<file path="src/rtl/riscv_single_cycle_lsu.sv">
// riscv_single_cycle_lsu: load/store unit for the RV32E single-cycle core.
// Runs one valid/ready memory transaction per load/store and stalls the core
// until it completes, returning extended load data or a fault.
// Optional feature macro: RISCV_LSU_MISALIGN_TRAP_EN (misaligned accesses fault
// instead of having their low address bits masked).
module riscv_single_cycle_lsu #(
  parameter int unsigned TIMEOUT = 64
) (
  input  logic        clk,
  input  logic        rst,
  input  logic        req_valid,
  input  logic        req_we,
  input  logic [2:0]  req_funct3,
  input  logic [31:0] req_addr,
  input  logic [31:0] req_wdata,
  output logic        stall,
  output logic        done,
  output logic [31:0] rdata,
  output logic        fault,
  output logic [1:0]  fault_cause,
  output logic        mem_req_valid,
  input  logic        mem_req_ready,
  output logic [31:0] mem_req_addr,
  output logic        mem_req_we,
  output logic [3:0]  mem_req_be,
  output logic [31:0] mem_req_wdata,
  input  logic        mem_rsp_valid,
  input  logic [31:0] mem_rsp_rdata,
  input  logic        mem_rsp_err
);

  localparam int unsigned CNT_W = (TIMEOUT > 0) ? $clog2(TIMEOUT + 1) : 1;

  localparam logic [1:0] IDLE = 2'd0;
  localparam logic [1:0] REQ  = 2'd1;
  localparam logic [1:0] WAIT = 2'd2;
  localparam logic [1:0] DONE = 2'd3;

  localparam logic [1:0] CAUSE_ALIGN   = 2'b01;
  localparam logic [1:0] CAUSE_BUS     = 2'b10;
  localparam logic [1:0] CAUSE_TIMEOUT = 2'b11;

  logic [1:0]       state_q, state_d;
  logic             we_q, we_d;
  logic [2:0]       funct3_q, funct3_d;
  logic [1:0]       off_q, off_d;
  logic [CNT_W-1:0] cnt_q, cnt_d;

  logic             done_d, fault_d;
  logic [1:0]       cause_d;
  logic [31:0]      rdata_d;
  logic             mreq_valid_d, mreq_we_d;
  logic [31:0]      mreq_addr_d, mreq_wdata_d;
  logic [3:0]       mreq_be_d;

  logic             illegal_c, misalign_c;
  logic [1:0]       off_c;
  logic [3:0]       be_c;
  logic [31:0]      wdata_c;
  logic [31:0]      shifted_c, load_data_c;

  // Decode the incoming request: legality, alignment, lane offset, strobes, store data.
  always_comb begin
    illegal_c  = req_we ? (req_funct3 >= 3'd3)
                        : (req_funct3 == 3'd3 || req_funct3 == 3'd6 || req_funct3 == 3'd7);
    misalign_c = 1'b0;
`ifdef RISCV_LSU_MISALIGN_TRAP_EN
    case (req_funct3[1:0])
      2'b01:   misalign_c = req_addr[0];
      2'b10:   misalign_c = (req_addr[1:0] != 2'b00);
      default: misalign_c = 1'b0;
    endcase
`else
    misalign_c = 1'b0;
`endif
    // Halfwords and words drop the sub-size address bits and proceed aligned.
    off_c = req_addr[1:0];
    if (req_funct3[1:0] == 2'b01) off_c[0] = 1'b0;
    if (req_funct3[1:0] == 2'b10) off_c = 2'b00;

    be_c    = 4'b1111;
    wdata_c = 32'd0;
    if (req_we) begin
      case (req_funct3[1:0])
        2'b00: begin
          be_c    = 4'b0001 << off_c;
          wdata_c = {4{req_wdata[7:0]}};
        end
        2'b01: begin
          be_c    = 4'b0011 << off_c;
          wdata_c = {2{req_wdata[15:0]}};
        end
        default: begin
          be_c    = 4'b1111;
          wdata_c = req_wdata;
        end
      endcase
    end
  end

  // Align the response to lane 0 and extend according to the captured funct3.
  always_comb begin
    shifted_c = mem_rsp_rdata >> {off_q, 3'b000};
    case (funct3_q)
      3'd0:    load_data_c = {{24{shifted_c[7]}}, shifted_c[7:0]};
      3'd1:    load_data_c = {{16{shifted_c[15]}}, shifted_c[15:0]};
      3'd4:    load_data_c = {24'd0, shifted_c[7:0]};
      3'd5:    load_data_c = {16'd0, shifted_c[15:0]};
      default: load_data_c = shifted_c;
    endcase
  end

  // Next-state and next-output logic; stall is the only combinational output.
  always_comb begin
    state_d      = state_q;
    we_d         = we_q;
    funct3_d     = funct3_q;
    off_d        = off_q;
    cnt_d        = cnt_q;
    done_d       = 1'b0;
    fault_d      = 1'b0;
    cause_d      = 2'b00;
    rdata_d      = 32'd0;
    mreq_valid_d = mem_req_valid;
    mreq_addr_d  = mem_req_addr;
    mreq_we_d    = mem_req_we;
    mreq_be_d    = mem_req_be;
    mreq_wdata_d = mem_req_wdata;
    stall        = 1'b0;

    case (state_q)
      IDLE: begin
        stall = req_valid;
        if (req_valid) begin
          we_d     = req_we;
          funct3_d = req_funct3;
          off_d    = off_c;
          if (illegal_c || misalign_c) begin
            state_d = DONE;
            done_d  = 1'b1;
            fault_d = 1'b1;
            cause_d = CAUSE_ALIGN;
          end else begin
            state_d      = REQ;
            mreq_valid_d = 1'b1;
            mreq_addr_d  = {req_addr[31:2], 2'b00};
            mreq_we_d    = req_we;
            mreq_be_d    = be_c;
            mreq_wdata_d = wdata_c;
          end
        end
      end
      REQ: begin
        stall = 1'b1;
        if (mem_req_ready) begin
          mreq_valid_d = 1'b0;
          cnt_d        = '0;
          state_d      = WAIT;
        end
      end
      WAIT: begin
        stall = 1'b1;
        cnt_d = (cnt_q == {CNT_W{1'b1}}) ? cnt_q : cnt_q + CNT_W'(1);
        if (mem_rsp_valid) begin
          state_d = DONE;
          done_d  = 1'b1;
          if (mem_rsp_err) begin
            fault_d = 1'b1;
            cause_d = CAUSE_BUS;
          end else if (!we_q) begin
            rdata_d = load_data_c;
          end
        end else if (TIMEOUT != 0 && cnt_q == CNT_W'(TIMEOUT)) begin
          state_d = DONE;
          done_d  = 1'b1;
          fault_d = 1'b1;
          cause_d = CAUSE_TIMEOUT;
        end
      end
      default: begin
        // DONE: the core retires here; a still-high req_valid is the same instruction.
        state_d = IDLE;
      end
    endcase

    if (rst) stall = 1'b0;
  end

  // State, captured request and registered outputs.
  always_ff @(posedge clk) begin
    if (rst) begin
      state_q       <= IDLE;
      we_q          <= 1'b0;
      funct3_q      <= 3'd0;
      off_q         <= 2'd0;
      cnt_q         <= '0;
      done          <= 1'b0;
      fault         <= 1'b0;
      fault_cause   <= 2'b00;
      rdata         <= 32'd0;
      mem_req_valid <= 1'b0;
      mem_req_addr  <= 32'd0;
      mem_req_we    <= 1'b0;
      mem_req_be    <= 4'd0;
      mem_req_wdata <= 32'd0;
    end else begin
      state_q       <= state_d;
      we_q          <= we_d;
      funct3_q      <= funct3_d;
      off_q         <= off_d;
      cnt_q         <= cnt_d;
      done          <= done_d;
      fault         <= fault_d;
      fault_cause   <= cause_d;
      rdata         <= rdata_d;
      mem_req_valid <= mreq_valid_d;
      mem_req_addr  <= mreq_addr_d;
      mem_req_we    <= mreq_we_d;
      mem_req_be    <= mreq_be_d;
      mem_req_wdata <= mreq_wdata_d;
    end
  end

endmodule

</file>
<file path="config.mk">
export PLATFORM = sky130hd
export DESIGN_NAME = riscv_single_cycle_lsu
export DESIGN_NICKNAME = d
export VERILOG_FILES = /design/src/rtl/riscv_single_cycle_lsu.sv
export SDC_FILE = /design/constraint.sdc
export NUM_CORES = 1
export LEC_CHECK = 0
export CORE_UTILIZATION = 30
export CTS_CLUSTER_DIAMETER = 50
export CTS_CLUSTER_SIZE = 14
export DETAILED_ROUTE_END_ITERATION = 7
export SYNTH_ARGS = -nofsm -noshare
export SYNTH_HDL_FRONTEND = slang
export SYNTH_SLANG_ARGS = --single-unit
</file>
<file path="constraint.sdc">
create_clock -name clk -period 1.9 [get_ports clk]
set_input_delay 0.38 -clock clk [delete_from_list [all_inputs] [get_ports clk]]
set_output_delay 0.38 -clock clk [all_outputs]
set_load 0.02 [all_outputs]
</file>
* After elaboration in Yosys (flattened, before gate mapping) *
Index checks and enable logic that the tools add are counted.
W data, S select, Z words.

word-level totals
  register bits after elaboration = 119
  input port bits = 106
  output and inout bits = 107
  logic and storage cells = 90

operators by class
  add/subtract/negate cells = 1
  order comparisons = 1
  equality and inequality tests = 17
  shifts and indexed selects = 3
  muxes and demuxes = 37
  bitwise gates (word level) = 3
  reduce and logical (&&, ||, !) cells = 14

operators with widths
  kind                   number
  $pmux W32 S4           1
  $pmux W32 S2           1
  $mux W32               1
  $shr A32 B5 Y32        1
  $mux W2                9
  $eq A7 B7 Y1 const B   2
  $mux W1                14
  $mux W7                2
  $pmux W7 S2            1
  $eq A3 B3 Y1 const B   4
  $reduce_and A3 Y1      3
  $ne A2 B2 Y1 const B   4
  $pmux W1 S2            4
  $pmux W4 S2            1
  $add A7 B1 Y7 const B  1
  $pmux W2 S3            1
  $reduce_or A5 Y1       1
  $eq A2 B1 Y1 const B   2
  $eq A2 B2 Y1 const B   2
  $logic_not A2 Y1       2
  $mux W4                1
  $pmux W2 S2            1
  $reduce_and A4 Y1      1
  $reduce_bool A2 Y1     2
  other kinds (11)       14

* Depth between registers and ports, before layout *
  word-level depth = 7
  gate-level depth with buffers = 9
  gate-level depth less buffers = 6

* Worst setup path before layout *
No wires, ideal clock.

  path type = register -> output
  start point = register state_q[0]
  end point = output stall
  arrival = 1482 ps
  data required time = 1520 ps
  setup slack = 38 ps
  stages on the path, launching flop included = 7
  path through = dfxtp_1 inv_1 ha_1 and2_1 clkbuf_1 nor2_1 nor3_1

on the way
  cells in the longest elaborated chain, start to end = 4

ends and longest elaborated chain
  item                                                 line  source
  start: declaration                                   43    logic [1:0] state_q, state_d;
  start signal: assignment                             207   state_q <= state_d;
  $eq A2 B2 Y1 / $eq A2 B1 Y1 (equally long branches)  131   case (state_q)
  $reduce_or A2 Y1 (no source line)                    --
  $pmux W1 S2 (*)                                      131
  $mux W1 (*)                                          186   if (rst) stall = 1'b0;
  end: declaration                                     16    output logic stall,

Mark *: on every way between the ends. The rest lies on a longest branch, timed or not.

* Worst setup path in the final report *
  start point = register state_q[0]
  end point = register state_q[0]

on the way
  cells in the longest elaborated chain, start to end = 3

ends and longest elaborated chain
  item                                                                  line
  $eq A2 B2 Y1, or another cell as far along                            131
  $ne A3 B3 Y1 (no source line) / $ne A2 B2 Y1 (equally long branches)  --
  $reduce_and A3 Y1 (no source line)                                    --

Several ways; a longest one is shown, not always the timed one.
A chain may end at the register's enable or synchronous reset.

==> results.sh <==
export IMPL_wl_per_cell_um=15.55
export IMPL_drtPass1Iterations=5
export IMPL_yosys_register_bits=119
export IMPL_cp_num_buf_inv=2
export IMPL_syn_instance_count=604
export IMPL_routed_via_density=4.842
export IMPL_critical_path_startpoint="state_q[0]$_SDFFE_PP0P_"
export IMPL_post_synth_edffs=0
export IMPL_grt_remaining_overflow=0
export IMPL_detailedPlace_worstSlack_ns=-0.2936
export IMPL_htreeDepth=4
export IMPL_clk_latency_ns=0.41
export IMPL_critical_path_cell_chain="buf_4 > buf_4 > ha_1 > nand2b_1 > o21ai_0 > or4_1 > a21oi_1"
export IMPL_critical_path_startpoint_type="register"
export IMPL_crit_path_max_incr_delay_ns=0.53
export IMPL_globalRouteTotalUtil_pct=18.66
export IMPL_switchingPower_w=0.002535
export IMPL_total_power_w=0.008792
export IMPL_number_of_endpoints_failing_setup_at_the_final_stage=0
export IMPL_power_static_leakage_nw=3.054
export IMPL_fp_dieArea_um2=17580
export IMPL_grt_met1_usage_pct=20.20
export IMPL_largest_net_degree_at_the_start_of_global_routing=52
export IMPL_drt_iter0_drc=193
export IMPL_postSynth_asyncResetShare_pct=0
export IMPL_critical_path_peak_fanout=4
export IMPL_fin_skew_ns=0.01119
export IMPL_fp_coreArea_um2=16640
export IMPL_tightest_slew_ns=0.5684
export IMPL_cpMostUsedCell="buf_4"
export IMPL_layout_cells_most_common_list="clkdlybuf4s50_1 (208), dfxtp_1 (117), nand2_1 (103), a21oi_1 (75), nor2_1 (55)"
export IMPL_synth_warning_count=0
export IMPL_floorplan_rows=47
export IMPL_r2r_path_start="state_q[0]$_SDFFE_PP0P_"
export IMPL_place_port_buffers=210
export IMPL_p_int_w=0.006257
export IMPL_grtUsageMet2_pct=32.11
export IMPL_layout_area_overhead_vs_synth_pct=63.33
export IMPL_number_of_gates_on_the_worst_path_with_buffers_counted=7
export IMPL_drc=0
export IMPL_timing_final_ws_setup_ns=0.06867
export IMPL_detailedPlacementHpwl_um=12080
export IMPL_slew_limit_headroom_pct=62.03
export IMPL_swShare_pct=28.84
export IMPL_synthesis_area_um2=5117
export IMPL_seq_area_frac_synth_pct=46.55
export IMPL_arrival_ns=2.17
export IMPL_required_ns=2.23
export IMPL_cts_clk_slew_worst_paths_ns=0.06
export IMPL_power_density_nw_per_um2=1052
export IMPL_globalplace_congestion=0.8658
export IMPL_critical_path_slowest_cell="or4_1"
export IMPL_cts_made_buffers=17
export IMPL_period_minus_slack_ns=1.831
export IMPL_num_nets_final=939
export IMPL_cts_tree="done"
export IMPL_share_seq_of_total_power_pct=32.1
export IMPL_final_antenna_net_count=0
export IMPL_vias_in_the_first_global_route=5101
export IMPL_layout_cells_most_common="clkdlybuf4s50_1"
export IMPL_die_h_um=132.6
export IMPL_ys_flop_type="dfxtp_1"
export IMPL_rr_endpoint="state_q[0]$_SDFFE_PP0P_"
export IMPL_postPlaceCellArea_um2=7671
export IMPL_n_antenna_cell=0
export IMPL_result_of_the_run="finished clean"
export IMPL_netlist_cell_type_count=49
export IMPL_worst_setup_path_type="reg2reg"
export IMPL_cap_violations=0
export IMPL_fmax_mhz=546.1
export IMPL_share_comb_of_total_power_pct=27.8
export IMPL_worst_path_dominant_cell_family="simple AND/OR/NAND/NOR gates"
export IMPL_post_synth_cell_area_avg_um2=8.473
export IMPL_global_route_wire_length_before_repair_um=25790
export IMPL_setup_reg_to_reg_worst_slack_ns=0.07
export IMPL_boundaryPins=213
export IMPL_timing_max_transition_violations_final=0
export IMPL_ctsLongestPathBuffers=2
export IMPL_worst_r2r_cell_count=7
export IMPL_design_area_um2=8358
export IMPL_drt_total_wl_um=16490
export IMPL_timing_final_hold_violations=0
export IMPL_die_w_um=132.6
export IMPL_cp_end_kind="register"
export IMPL_cts_sink_count=119
export IMPL_clkPwrFrac_pct=40.1
export IMPL_vias_after_detailed_routing=5133
export IMPL_number_of_antenna_violations_at_the_first_check_in_global_routing=0
export IMPL_drive_above_1_share_pct=13.93
export IMPL_fin_crit_sh_pct=96.39
export IMPL_grt_util_met3_pct=7.816
export IMPL_clockRootBuffer="clkbuf_16"
export IMPL_grt_busiest_layer="met2"
export IMPL_final_core_utilization_pct=50.22
export IMPL_initial_core_util_pct=30.75
export IMPL_power_ir_vdd_worst_mv=0.5938
export IMPL_hold_path_class="reg2reg"
export IMPL_crit_end="state_q[0]$_SDFFE_PP0P_"
==> cell usage after synthesis, drive strengths merged, types with 2 or more instances <==
master  count  share of area [%]
inv        11               0.81
nand3       6               0.59
mux2i      16                3.1
dfxtp     119                 47
a22oi      33                4.8
nor2b      11                1.3
or2         2               0.24
a211oi     15                2.2
o211ai      2               0.29
ha          6                1.5
and2        9                1.1
or3         6               0.76
clkbuf     30                2.2
o21ai      21                2.1
or4         2               0.37
o32ai       4               0.68
o31ai       2               0.29
nand2     103                7.6
nor2       55                4.0
mux2       26                5.7
nor3        6               0.59
a311oi      2               0.34
o21bai      2               0.29
nand2b      5               0.76
buf        19                1.9
a21oi      76                7.4
==> registers in the layout, indices dropped and copies added (netlist names), 2 cells and up <==
register       cells
mem_req_be         4
funct3_q           3
state_q            2
mem_req_wdata     32
off_q              2
mem_req_addr      30
fault_cause        2
rdata             32
cnt_q              7
==> worst min path at each step <==
stage               cells past startpoint  slack (ns)                           from                            end
floorplan                               2        0.44              we_q$_SDFFE_PP0N_              we_q$_SDFFE_PP0N_
global placement                        2        0.44  mem_req_addr[12]$_SDFFE_PP0P_  mem_req_addr[12]$_SDFFE_PP0P_
detailed placement                      2        0.45  mem_req_addr[16]$_SDFFE_PP0P_  mem_req_addr[16]$_SDFFE_PP0P_
CTS                                     2        0.45  mem_req_addr[16]$_SDFFE_PP0P_  mem_req_addr[16]$_SDFFE_PP0P_
global route                            2        0.47  mem_req_addr[11]$_SDFFE_PP0P_  mem_req_addr[11]$_SDFFE_PP0P_
finish                                  2        0.45  mem_req_addr[28]$_SDFFE_PP0P_  mem_req_addr[28]$_SDFFE_PP0P_
==> area by class of cell <==
cell class                 instances  area, um^2
fill                            1529        8284
multi-input combinational        426        2526
timing repair buffer             252        2485
sequential                       119        2385
clock buffer                      20       446.7
tap                              220       275.3
clock inverter                    12       198.9
inverter                          11       41.29
==> repair_timing <==
item,4_1_cts,5_1_grt
setup buffers,0,2
hold buffers,0,0
resized for setup,6,9
setup endpoints to repair,1,3
pin swaps,0,2
==> layer usage <==
metal | vias to the layer above | share of wire (%)
li1 | 2537 | -
met1 | 2361 | 40
met2 | 214 | 48
met3 | 21 | 9.3
met4 | 0 | 2.0
met5 | - | 0
==> tightest hold or removal path, stage by stage, from the launching register on <==
cell and delay, ns:
dfxtp_1 0.30, nand2_1 0.05, a21oi_1 0.05
==> kinds of logic (layout without fill, tap and decap cells) <==
group           after synthesis  after routing  synth area share [%]
buf+inv                      60            295                 4.963
xor+xnor                      1              1                0.1712
fa+ha+maj                     6              6                 1.467
compound gates              165            165                 19.83
flops                       119            119                 46.55
other cells                   1              2               0.07328
mux                          42             42                 8.851
simple gates                210            210                 18.09
==> per-stage QoR <==
stage          TNS (ns)  instances  hold WS [ns]
2_1_floorplan         0        605        0.4367
3_3_place_gp     -6.672       1026        0.4424
4_1_cts               0       1058        0.4545
5_1_grt        -0.03464       1060        0.4742
6_report              0       1060        0.4520
3_5_place_dp     -10.39       1026        0.4467
==> power groups by stage <==
stage / clock network (W) / logic, W / registers [W]
floorplan: 0 / 0.00109 / 0.00303
global placement: 0 / 0.00233 / 0.00286
detailed placement: 0 / 0.00235 / 0.00287
CTS: 0.00360 / 0.00236 / 0.00282
global route: 0.00373 / 0.00265 / 0.00284
finish: 0.00352 / 0.00245 / 0.00282
(Power assumes the default switching activity.)
